### src/rtl/led_flash_pkg.sv
// led_flash shared types: display modes, LED width and the
// pattern each mode starts from when it is entered.
package led_flash_pkg;

    localparam int LED_W = 4;

    typedef enum logic [1:0] {
        MODE_OFF   = 2'd0,
        MODE_BLINK = 2'd1,
        MODE_SHIFT = 2'd2,
        MODE_COUNT = 2'd3
    } mode_e;

    localparam logic [LED_W-1:0] PAT_OFF   = 4'b0000;
    localparam logic [LED_W-1:0] PAT_BLINK = 4'b1111;
    localparam logic [LED_W-1:0] PAT_SHIFT = 4'b0001;
    localparam logic [LED_W-1:0] PAT_COUNT = 4'b0000;

    function automatic logic [LED_W-1:0] init_pat(mode_e m);
        logic [LED_W-1:0] p;
        p = PAT_OFF;
        unique case (m)
            MODE_OFF:   p = PAT_OFF;
            MODE_BLINK: p = PAT_BLINK;
            MODE_SHIFT: p = PAT_SHIFT;
            MODE_COUNT: p = PAT_COUNT;
        endcase
        return p;
    endfunction

endpackage

### src/rtl/led_flash_if.sv
// Front-panel bundle: raw push-button in, LED drive and
// debounced button level out.
interface led_flash_if;
    import led_flash_pkg::*;

    logic             i_PMOD1_P1;
    logic [LED_W-1:0] o_LED;
    logic             btn_db;

    modport master (
        output i_PMOD1_P1,
        input  o_LED,
        input  btn_db
    );

    modport slave (
        input  i_PMOD1_P1,
        output o_LED,
        output btn_db
    );

endinterface

### src/rtl/led_flash_debounce.sv
// Active-low button conditioner: 2-flop synchroniser, stability
// counter and a one-cycle pulse on each accepted press.
module led_flash_debounce #(
    parameter int DEBOUNCE_CYCLES = 4
) (
    input  logic clk_i,
    input  logic rst_ni,
    input  logic btn_i,
    output logic btn_db_o,
    output logic press_o
);

    localparam int CW = $clog2(DEBOUNCE_CYCLES + 1);
    localparam logic [CW-1:0] CNT_MAX = CW'(DEBOUNCE_CYCLES - 1);

    logic [1:0]    sync_q, sync_d;
    logic [CW-1:0] cnt_q, cnt_d;
    logic          db_q, db_d;
    logic          press_q, press_d;

    always_ff @(posedge clk_i) begin
        if (!rst_ni) begin
            sync_q  <= 2'b11;
            cnt_q   <= '0;
            db_q    <= 1'b1;
            press_q <= 1'b0;
        end else begin
            sync_q  <= sync_d;
            cnt_q   <= cnt_d;
            db_q    <= db_d;
            press_q <= press_d;
        end
    end

    always_comb begin
        sync_d = {sync_q[0], btn_i};
        cnt_d  = '0;
        db_d   = db_q;
        // The counter only survives while the level keeps disagreeing.
        if (sync_q[1] != db_q) begin
            if (cnt_q == CNT_MAX) begin
                db_d = sync_q[1];
            end else begin
                cnt_d = cnt_q + 1'b1;
            end
        end
        press_d = db_q & ~db_d;
    end

    assign btn_db_o = db_q;
    assign press_o  = press_q;

endmodule

### src/rtl/led_flash.sv
// Button-stepped LED pattern generator: mode register, animation
// prescaler and per-mode pattern register.
module led_flash
    import led_flash_pkg::*;
#(
    parameter int DEBOUNCE_CYCLES = 4,
    parameter int TICK_DIV        = 4
) (
    input  logic        i_SCLK,
    input  logic        i_RESET_SYSB,
    led_flash_if.slave  io
);

    localparam int PW = $clog2(TICK_DIV);
    localparam logic [PW-1:0] PRE_MAX = PW'(TICK_DIV - 1);

    logic             press;
    logic             btn_db;
    logic             tick;
    mode_e            mode_q, mode_d;
    logic [PW-1:0]    pre_q, pre_d;
    logic [LED_W-1:0] pat_q, pat_d;

    led_flash_debounce #(
        .DEBOUNCE_CYCLES(DEBOUNCE_CYCLES)
    ) u_debounce (
        .clk_i   (i_SCLK),
        .rst_ni  (i_RESET_SYSB),
        .btn_i   (io.i_PMOD1_P1),
        .btn_db_o(btn_db),
        .press_o (press)
    );

    always_ff @(posedge i_SCLK) begin
        if (!i_RESET_SYSB) begin
            mode_q <= MODE_OFF;
            pre_q  <= '0;
            pat_q  <= PAT_OFF;
        end else begin
            mode_q <= mode_d;
            pre_q  <= pre_d;
            pat_q  <= pat_d;
        end
    end

    assign tick = (pre_q == PRE_MAX);

    always_comb begin
        mode_d = mode_q;
        pre_d  = pre_q + 1'b1;
        pat_d  = pat_q;
        if (tick) begin
            pre_d = '0;
        end
        // A press restarts the animation, so a coincident tick is lost.
        if (press) begin
            mode_d = mode_e'(mode_q + 2'd1);
            pre_d  = '0;
            pat_d  = init_pat(mode_d);
        end else if (tick) begin
            unique case (mode_q)
                MODE_OFF:   pat_d = PAT_OFF;
                MODE_BLINK: pat_d = ~pat_q;
                MODE_SHIFT: pat_d = {pat_q[LED_W-2:0], pat_q[LED_W-1]};
                MODE_COUNT: pat_d = pat_q + 1'b1;
            endcase
        end
    end

    assign io.o_LED  = pat_q;
    assign io.btn_db = btn_db;

endmodule

### src/flat_wrapper.sv
// flat-port wrapper written by rule: the top's interface ports become plain ports
module led_flash_flat import led_flash_pkg::*;
#(
    parameter int DEBOUNCE_CYCLES = 4,
    parameter int TICK_DIV        = 4
)
  (i_SCLK, i_RESET_SYSB, io_i_PMOD1_P1, io_o_LED, io_btn_db);
  led_flash_if io_i ();
  input  logic i_SCLK;
  input  logic i_RESET_SYSB;
  input wire logic [$bits(io_i.i_PMOD1_P1)-1:0] io_i_PMOD1_P1;
  output wire logic [$bits(io_i.o_LED)-1:0] io_o_LED;
  output wire logic [$bits(io_i.btn_db)-1:0] io_btn_db;
  assign io_i.i_PMOD1_P1 = io_i_PMOD1_P1;
  assign io_o_LED = io_i.o_LED;
  assign io_btn_db = io_i.btn_db;
  led_flash #(.DEBOUNCE_CYCLES(DEBOUNCE_CYCLES), .TICK_DIV(TICK_DIV)) u_core (.i_SCLK(i_SCLK), .i_RESET_SYSB(i_RESET_SYSB), .io(io_i));
endmodule
### config.mk
export PLATFORM = sky130hd
export DESIGN_NAME = led_flash_flat
export DESIGN_NICKNAME = d
export VERILOG_FILES = /design/src/rtl/led_flash_pkg.sv /design/src/rtl/led_flash_if.sv /design/src/rtl/led_flash_debounce.sv /design/src/rtl/led_flash.sv /design/src/flat_wrapper.sv
export SDC_FILE = /design/constraint.sdc
export NUM_CORES = 1
export LEC_CHECK = 0
export CAP_MARGIN = 20
export CORE_MARGIN = 3
export CORE_UTILIZATION = 55
export CTS_BUF_LIST = sky130_fd_sc_hd__clkbuf_4 sky130_fd_sc_hd__clkbuf_8
export DETAILED_ROUTE_END_ITERATION = 8
export PLACE_DENSITY = 0.82
export RECOVER_POWER = 25
export SETUP_SLACK_MARGIN = 0.02
export SYNTH_ARGS = -nofsm -noshare
export SYNTH_HDL_FRONTEND = slang
export SYNTH_HIERARCHICAL = 1
export SYNTH_SLANG_ARGS = --single-unit
### constraint.sdc
create_clock -name i_SCLK -period 2.35 [get_ports i_SCLK]
set_input_delay 0.47 -clock i_SCLK [delete_from_list [all_inputs] [get_ports i_SCLK]]
set_output_delay 0.47 -clock i_SCLK [all_outputs]
set_load 0.02 [all_outputs]
==> flow_metrics.tcl, run 1 <==
set metrics [dict create \
    status "completed" \
    p_seq_frac 0.599 \
    synth_ff_type "dfxtp_1" \
    p_switching_mw 0.0908 \
    grt_pass1_vias 559 \
    ys_seq_area_frac 0.380 \
    post_cts_resized 0 \
    clockPowerShare 0.354 \
    area_delta_synth_final_pct 14.1 \
    numPortBuffers 7 \
    overflow 0 \
    combPwrFrac 0.047 \
    slew_violations 0 \
    postSynthAreaPerCell_sq_um 10.3 \
    syn-cell-area_sq_um 790 \
    power_leakage_nw 0.375 \
    ir_drop_mv 0.431 \
    track_usage 0.174 \
    synth_compound_area_frac 0.147 \
    p_int_mw 0.349 \
    ys_types 34 \
    core_area_sq_um 1320 \
    die_y_um 43.9 \
    die_w_um 43.9 \
    r2r-start "u_core/mode_q[0]" \
    crit_required_ns 1.88 \
    cp_data_arrival_time_ns 1.34 \
    hold_viol 0 \
    min_period_ns 1.81 \
    synth_area_leaders "dfxtp_1 (38%), ha_1 (13%), nand2b_1 (4.8%)" \
    setup.worst_path.start_class "flop" \
    drt-pass1-iter-count 4 \
    rsz0062_at_grt "false" \
    synth_top_family_by_area "simple AND/OR/NAND/NOR gates" \
    pin_count 8 \
    rows 13 \
    yosys_warnings 6 \
    drcViolationCount 0 \
    num-nets-final 100 \
    max_stage_delay_ns 0.64 \
    drive_gt1_frac 0.148 \
    netSwitchingFraction 0.207 \
    synth_seq_cells 15 \
    critical_path.top_delay_family "buffers and inverters" \
    cp-startpoint "u_core/io.o_LED[1]" \
    synth-xor-area-share 0.0333 \
    hold_path.class "flop to flop" \
    drtIter0Drc 22 \
    initial_core_util 0.599 \
    multi_input_area_sq_um 455 \
    path_clk_slew_ns 0.09 \
    die_area_sq_um 1930 \
    synth.area.mux_share 0.0380 \
    tritoncts "done" \
    synth_top_area_frac 0.380 \
    grt_max_degree 10 \
    cts_hold_buffers 0 \
    finalCritPeriodShare 0.770 \
    tightest_slew_ns 0.356 \
    seqCellArea_sq_um 300 \
    synth_top_area_cell "dfxtp_1" \
    fmax_mhz 553 \
    h-tree-depth 1 \
    layout_commonest_cell "dfxtp_1" \
    crit_path_top_delay_cell "clkdlybuf4s50_1" \
    setup_viol 0 \
    worstPathMaxFanout 6 \
    diodes 0 \
    postCtsSetupRepairBufs 0 \
    vias 604 \
    synth_nets 88 \
    worst-path-buf-inv 1 \
    fin_setup_tns_ns 0 \
    worstPathCellList "clkdlybuf4s50_1" \
    total_power_mw 0.439 \
    wl_per_cell_um 14.0 \
    synthSimpleGateAreaFrac 0.231 \
    antenna_found_initial 0 \
    ant_nets 0 \
    crit_type "flop to output port" \
    synth_fa_ha_area_frac 0.127 \
    power_density_nw_per_um2 488 \
    synth_edf_count 0 \
    finalWeightedCongestion 0.804 \
    hpwl_um 1050 \
    slew_headroom 0.762 \
    cts-root-buf "clkbuf_4" \
    routed_wl_um 1440 \
    end_kind "output port" \
    final_cell_mix "dfxtp_1 (15), ha_1 (8), nand2_1 (7)" \
    async_flop_share 0 \
    drv_cap 0 \
    clock_latency_ns 0.27 \
    hold_start "u_core/u_debounce/sync_q[0]" \
    synthCells 77 \
    cts_buffers 3 \
    grt_pass1_wl_um 2470 \
    worst_clock_skew_ns 0.00239 \
    clock_sinks 15 \
    fillers 104 \
    vias_per_cell 5.86 \
    cts_buffer_depth 2 \
]
[synthesized netlist by cell type (all sizes together), types with 2 or more instances]
cell type  count
nor4b          2
mux2i          3
and3           2
dfxtp         15
xnor2          2
nand2b         6
ha             8
o221a          3
inv            6
nand2          7
nor3b          2
[power groups by stage]
stage	combinational, mW	clock [mW]	sequential [mW]
floorplan	0.0109	0	0.269
detailed placement	0.0214	0	0.269
global placement	0.0207	0	0.269
global route	0.0224	0.174	0.264
CTS	0.0218	0.161	0.263
finish	0.0207	0.156	0.263
[flip-flops by register name, summed over array words and instances, names as in the netlist]
name                        flops
u_core/u_debounce/press_o       1
u_core/mode_q                   2
u_core/io.o_LED                 4
u_core/u_debounce/sync_q        2
u_core/u_debounce/btn_db_o      1
u_core/u_debounce/cnt_q         3
u_core/pre_q                    2
[metrics by stage]
stage | worst slack [ns] | cell area (sq um) | std cells | util | hold WS (ns)
floorplan | 1.01 | 790 | 77 | - | 0.386
global placement | 0.698 | 875 | 99 | 0.664 | 0.390
detailed placement | 0.661 | 875 | 99 | 0.664 | 0.400
CTS | 0.529 | 905 | 103 | 0.687 | 0.421
global route | 0.461 | 901 | 103 | 0.684 | 0.443
finish | 0.541 | 901 | 103 | 0.684 | 0.415
[metal layers]
layer	share of wire	up-vias	wire [um]	track usage
li1	-	301	-	-
met1	0.44	284	640	0.221
met2	0.47	17	677	0.273
met3	0.075	2	108	0.0622
met4	0.0083	0	12	0.0542
met5	0	-	0	0
[area by class of cell]
| type | count | share of cell area |
|---|---|---|
| inverters | 6 | 0.0250 |
| well taps | 15 | 0.0208 |
| clock buffers | 4 | 0.0333 |
| flip-flops and latches | 15 | 0.333 |
| multi-input cells | 55 | 0.506 |
| repair buffers | 8 | 0.0819 |
[cells by family (layout without fill, tap and decap cells)]
logic type                 Yosys count  after routing
DFF                                 15             15
buffers and inverters                7             18
AOI/OAI and AO/OA                   13             13
muxes                                3              3
xor gates and xnor gates             3              3
and+or+nand+nor                     28             28
adders and majority gates            8              8
[worst paths after layout]
check / to / slack [ns] / depth (start not counted)
hold / removal: u_core/u_debounce/sync_q[1] / 0.42 / 1
setup / recovery: io_o_LED[1] / 0.54 / 1
setup reg to reg: u_core/io.o_LED[1] / 0.82 / 5
hold reg to reg: u_core/u_debounce/sync_q[1] / 0.42 / 1
Note: power is estimated with default switching activity, not from simulation.
==> run 2, diff against run 1 <==
==> constraint.sdc (replaced) <==
create_clock -name i_SCLK -period 1.85 [get_ports i_SCLK]
set_input_delay 0.37 -clock i_SCLK [delete_from_list [all_inputs] [get_ports i_SCLK]]
set_output_delay 0.37 -clock i_SCLK [all_outputs]
set_load 0.02 [all_outputs]
==> run 2 against run 1 <==
  * Register-to-register slack worse by 0.51 ns
  * Flip-flop and latch count stayed put
  * Utilization is 0.19 points lower
  * Worst hold slack better by 0.016 ns
  * Largest power group unchanged
  * Highest routed layer is now met3
==> flow_metrics.tcl, run 2 (synthesized netlist as in run 1, its figures left out) <==
set metrics [dict create \
    final_util 0.682 \
    layout_commonest_cell "dfxtp_1" \
    crit_type "flop to output port" \
    drcViolationCount 0 \
    tightest_slew_ns 0.319 \
    max_stage_delay_ns 0.64 \
    hpwl_um 1090 \
    rows 13 \
    grt_pass1_vias 559 \
    ant_nets 0 \
    hold_path.class "flop to flop" \
    ir_drop_mv 0.379 \
    fillers 101 \
    diodes 0 \
    path_clk_slew_ns 0.08 \
    area_delta_synth_final_pct 13.8 \
    drv_cap 0 \
    final_cell_mix "dfxtp_1 (15), ha_1 (8), nand2_1 (7)" \
    place_inst 99 \
    hold_start "u_core/u_debounce/cnt_q[0]" \
    clock_sinks 15 \
    die_area_sq_um 1930 \
    slew_violations 0 \
    dp_slack_ns 0.263 \
    overflow 0 \
    clock_latency_ns 0.28 \
    track_usage 0.170 \
    end_kind "output port" \
    finalWeightedCongestion 0.846 \
    hold_viol 0 \
    crit_required_ns 1.48 \
    cts-root-buf "clkbuf_4" \
    r2r-start "u_core/mode_q[0]" \
    slew_headroom 0.787 \
    postCtsSetupRepairBufs 0 \
    grt_pass1_wl_um 2400 \
    wl_per_cell_um 13.4 \
    drtIter0Drc 10 \
    fin_ws_ns 0.130 \
    cts_buffer_depth 2 \
    cts_buffers 3 \
    worst_clock_skew_ns 0.00176 \
    crit_path_top_delay_cell "clkdlybuf4s50_1" \
    power_density_nw_per_um2 601 \
    critical_path.top_delay_family "buffers and inverters" \
    vias_per_cell 5.80 \
    worst-path-buf-inv 1 \
    routed_wl_um 1390 \
    die_w_um 43.9 \
    cts_hold_buffers 0 \
    core_area_sq_um 1320 \
    layoutNonFillerInstCount 103 \
    worstPathCellList "clkdlybuf4s50_1" \
    vias 597 \
    post_cts_resized 0 \
    cp-startpoint "u_core/io.o_LED[0]" \
    cp_data_arrival_time_ns 1.35 \
    grt_max_degree 10 \
    numPortBuffers 7 \
    fmax_mhz 581 \
    min_period_ns 1.72 \
    power_leakage_nw 0.374 \
    setup_viol 0 \
    setup.worst_path.start_class "flop" \
    status "completed" \
    finalCritPeriodShare 0.930 \
    rsz0062_at_grt "false" \
    die_y_um 43.9 \
    drive_gt1_frac 0.148 \
    worstPathMaxFanout 6 \
    num-nets-final 100 \
    largest_reg_flops 4 \
    fin_setup_tns_ns 0 \
    drt-pass1-iter-count 4 \
    tritoncts "done" \
    initial_core_util 0.599 \
    pin_count 8 \
    antenna_found_initial 0 \
    h-tree-depth 1 \
]
[run 2: layer usage]
layer  GRT usage  vias to the layer above  routed length, um
li1            -                      299                  -
met1       0.198                      283                613
met2       0.285                       15                697
met3      0.0788                        0                 75
met4      0.0361                        0                  0
met5           0                        -                  0
[run 2: path summary, 6_finish.rpt]
kind | to | slack [ns] | cells past startpoint
hold / removal | u_core/u_debounce/cnt_q[0] | 0.43 | 1
setup / recovery | io_o_LED[0] | 0.13 | 1
setup reg to reg | u_core/io.o_LED[1] | 0.31 | 5
hold reg to reg | u_core/u_debounce/cnt_q[0] | 0.43 | 1
[run 2: per-stage QoR]
stage	area [sq um]	power [mW]	hold slack, ns
2_1_floorplan	790	0.355	0.386
3_3_place_gp	875	0.368	0.390
3_5_place_dp	875	0.370	0.417
4_1_cts	902	0.550	0.437
5_1_grt	898	0.566	0.452
6_report	898	0.540	0.431
[run 2: cell type report]
cell class / instances / area, sq um / share of cell area
well taps: 15 / 18.8 / 0.0209
clock inverters: 1 / 5.00 / 0.00557
inverters: 6 / 22.5 / 0.0251
multi-input cells: 55 / 455 / 0.507
clock buffers: 3 / 22.5 / 0.0251
flip-flops and latches: 15 / 300 / 0.334
repair buffers: 8 / 73.8 / 0.0822
[run 2: power by group]
| group | switching (mW) | total (mW) | internal (mW) |
|---|---|---|---|
| combinational | 0.0126 | 0.0259 | 0.0132 |
| sequential | 0.00372 | 0.335 | 0.331 |
| clock | 0.0991 | 0.179 | 0.0802 |
| total | 0.115 | 0.540 | 0.425 |
==> run 3, diff against run 2 <==
--- a/config.mk
+++ b/config.mk
@@ -10,6 +10,7 @@
 export CORE_UTILIZATION = 55
 export CTS_BUF_LIST = sky130_fd_sc_hd__clkbuf_4 sky130_fd_sc_hd__clkbuf_8
 export DETAILED_ROUTE_END_ITERATION = 8
+export MAX_ROUTING_LAYER = met4
 export PLACE_DENSITY = 0.82
 export RECOVER_POWER = 25
 export SETUP_SLACK_MARGIN = 0.02
==> run 3 against run 2 <==
  * Sequential share of layout area is the same
  * Global-route usage grew 0.52 points
  * Register-to-register slack is essentially flat
  * Critical path type unchanged
  * Highest routed layer unchanged
==> flow_metrics.tcl, run 3 (synthesized netlist as in run 1, its figures left out) <==
set metrics [dict create \
    status "completed" \
    drv_cap 0 \
    drcViolationCount 0 \
    layoutNonFillerInstCount 103 \
    diodes 0 \
    hold_viol 0 \
    slew_violations 0 \
    max_stage_delay_ns 0.64 \
    rows 13 \
    num-nets-final 100 \
    antenna_found_initial 0 \
    finalCritPeriodShare 0.935 \
    combPwrFrac 0.048 \
    power_leakage_nw 0.374 \
    min_period_ns 1.73 \
    wl_per_cell_um 13.5 \
    tritoncts "done" \
    p_int_mw 0.425 \
    end_kind "output port" \
    cts_buffer_depth 2 \
    cts-root-buf "clkbuf_4" \
    tightest_slew_ns 0.322 \
    clockPowerShare 0.331 \
    rsz0062_at_grt "false" \
    hold_path.class "flop to flop" \
    numPortBuffers 7 \
    die_area_sq_um 1930 \
    netSwitchingFraction 0.213 \
    drt-pass1-iter-count 4 \
    power_density_nw_per_um2 600 \
    drive_gt1_frac 0.148 \
    core_area_sq_um 1320 \
    path_clk_slew_ns 0.08 \
    worst_clock_skew_ns 0.00101 \
    final_cell_mix "dfxtp_1 (15), ha_1 (8), nand2_1 (7)" \
    die_w_um 43.9 \
    slew_headroom 0.785 \
    worstPathMaxFanout 6 \
    ir_drop_mv 0.380 \
    worstPathCellList "clkdlybuf4s50_1" \
    setup.worst_path.start_class "flop" \
    fmax_mhz 578 \
    critical_path.top_delay_family "buffers and inverters" \
    finalWeightedCongestion 0.859 \
    p_switching_mw 0.115 \
    post_cts_resized 0 \
    track_usage 0.176 \
    hpwl_um 1090 \
    place_inst 99 \
    crit_path_top_delay_cell "clkdlybuf4s50_1" \
    overflow 0 \
    routed_wl_um 1390 \
    grt_pass1_wl_um 2410 \
    initial_core_util 0.599 \
    clock_latency_ns 0.28 \
    cts_hold_buffers 0 \
    postCtsSetupRepairBufs 0 \
    layout_commonest_cell "dfxtp_1" \
    drtIter0Drc 10 \
    clock_sinks 15 \
    fin_setup_tns_ns 0 \
    h-tree-depth 1 \
    crit_required_ns 1.48 \
    cp_data_arrival_time_ns 1.36 \
    p_seq_frac 0.621 \
    rrSetupSlack_ns 0.31 \
    crit_type "flop to output port" \
    vias_per_cell 5.80 \
    fillers 101 \
    setup_viol 0 \
    largest_reg_flops 4 \
    grt_pass1_vias 559 \
    ant_nets 0 \
    vias 597 \
    pin_count 8 \
    cts_buffers 3 \
    die_y_um 43.9 \
    worst-path-buf-inv 1 \
    area_delta_synth_final_pct 13.8 \
    grt_max_degree 10 \
]
-- run 3: area by class of cell --
type | count | area [sq um] | area share
multi-input combinational | 55 | 455 | 0.507
tap | 15 | 18.8 | 0.0209
timing repair buffer | 8 | 73.8 | 0.0822
clock buffer | 3 | 22.5 | 0.0251
inverter | 6 | 22.5 | 0.0251
sequential | 15 | 300 | 0.334
clock inverter | 1 | 5.00 | 0.00557
-- run 3: power by group through the flow --
| stage | clock network [mW] | registers, mW | logic [mW] |
|---|---|---|---|
| floorplan | 0 | 0.341 | 0.0138 |
| detailed placement | 0 | 0.343 | 0.0273 |
| finish | 0.179 | 0.335 | 0.0259 |
| CTS | 0.188 | 0.335 | 0.0273 |
| global placement | 0 | 0.342 | 0.0264 |
| global route | 0.201 | 0.336 | 0.0295 |
-- run 3: worst paths after layout --
kind / startpoint / end / cells past startpoint
max reg2reg: u_core/mode_q[0] / u_core/io.o_LED[1] / 5
max: u_core/io.o_LED[0] / io_o_LED[0] / 1
min: u_core/u_debounce/cnt_q[0] / u_core/u_debounce/cnt_q[0] / 1
min reg2reg: u_core/u_debounce/cnt_q[0] / u_core/u_debounce/cnt_q[0] / 1
-- run 3: routing by layer --
metal,part of all wire,track usage,vias up
met2,0.50,0.285,14
met4,0,0.0361,0
met5,0,-,-
met1,0.45,0.201,284
met3,0.047,0.0747,0
li1,-,-,299
-- run 3: stage by stage --
stage	power, mW	utilization	cell area [sq um]	hold WS [ns]	setup slack [ns]
2_1_floorplan	0.355	-	790	0.386	0.509
3_3_place_gp	0.368	0.664	875	0.390	0.296
3_5_place_dp	0.370	0.664	875	0.417	0.263
4_1_cts	0.550	0.685	902	0.437	0.110
5_1_grt	0.566	0.682	898	0.452	0.0276
6_report	0.539	0.682	898	0.431	0.120
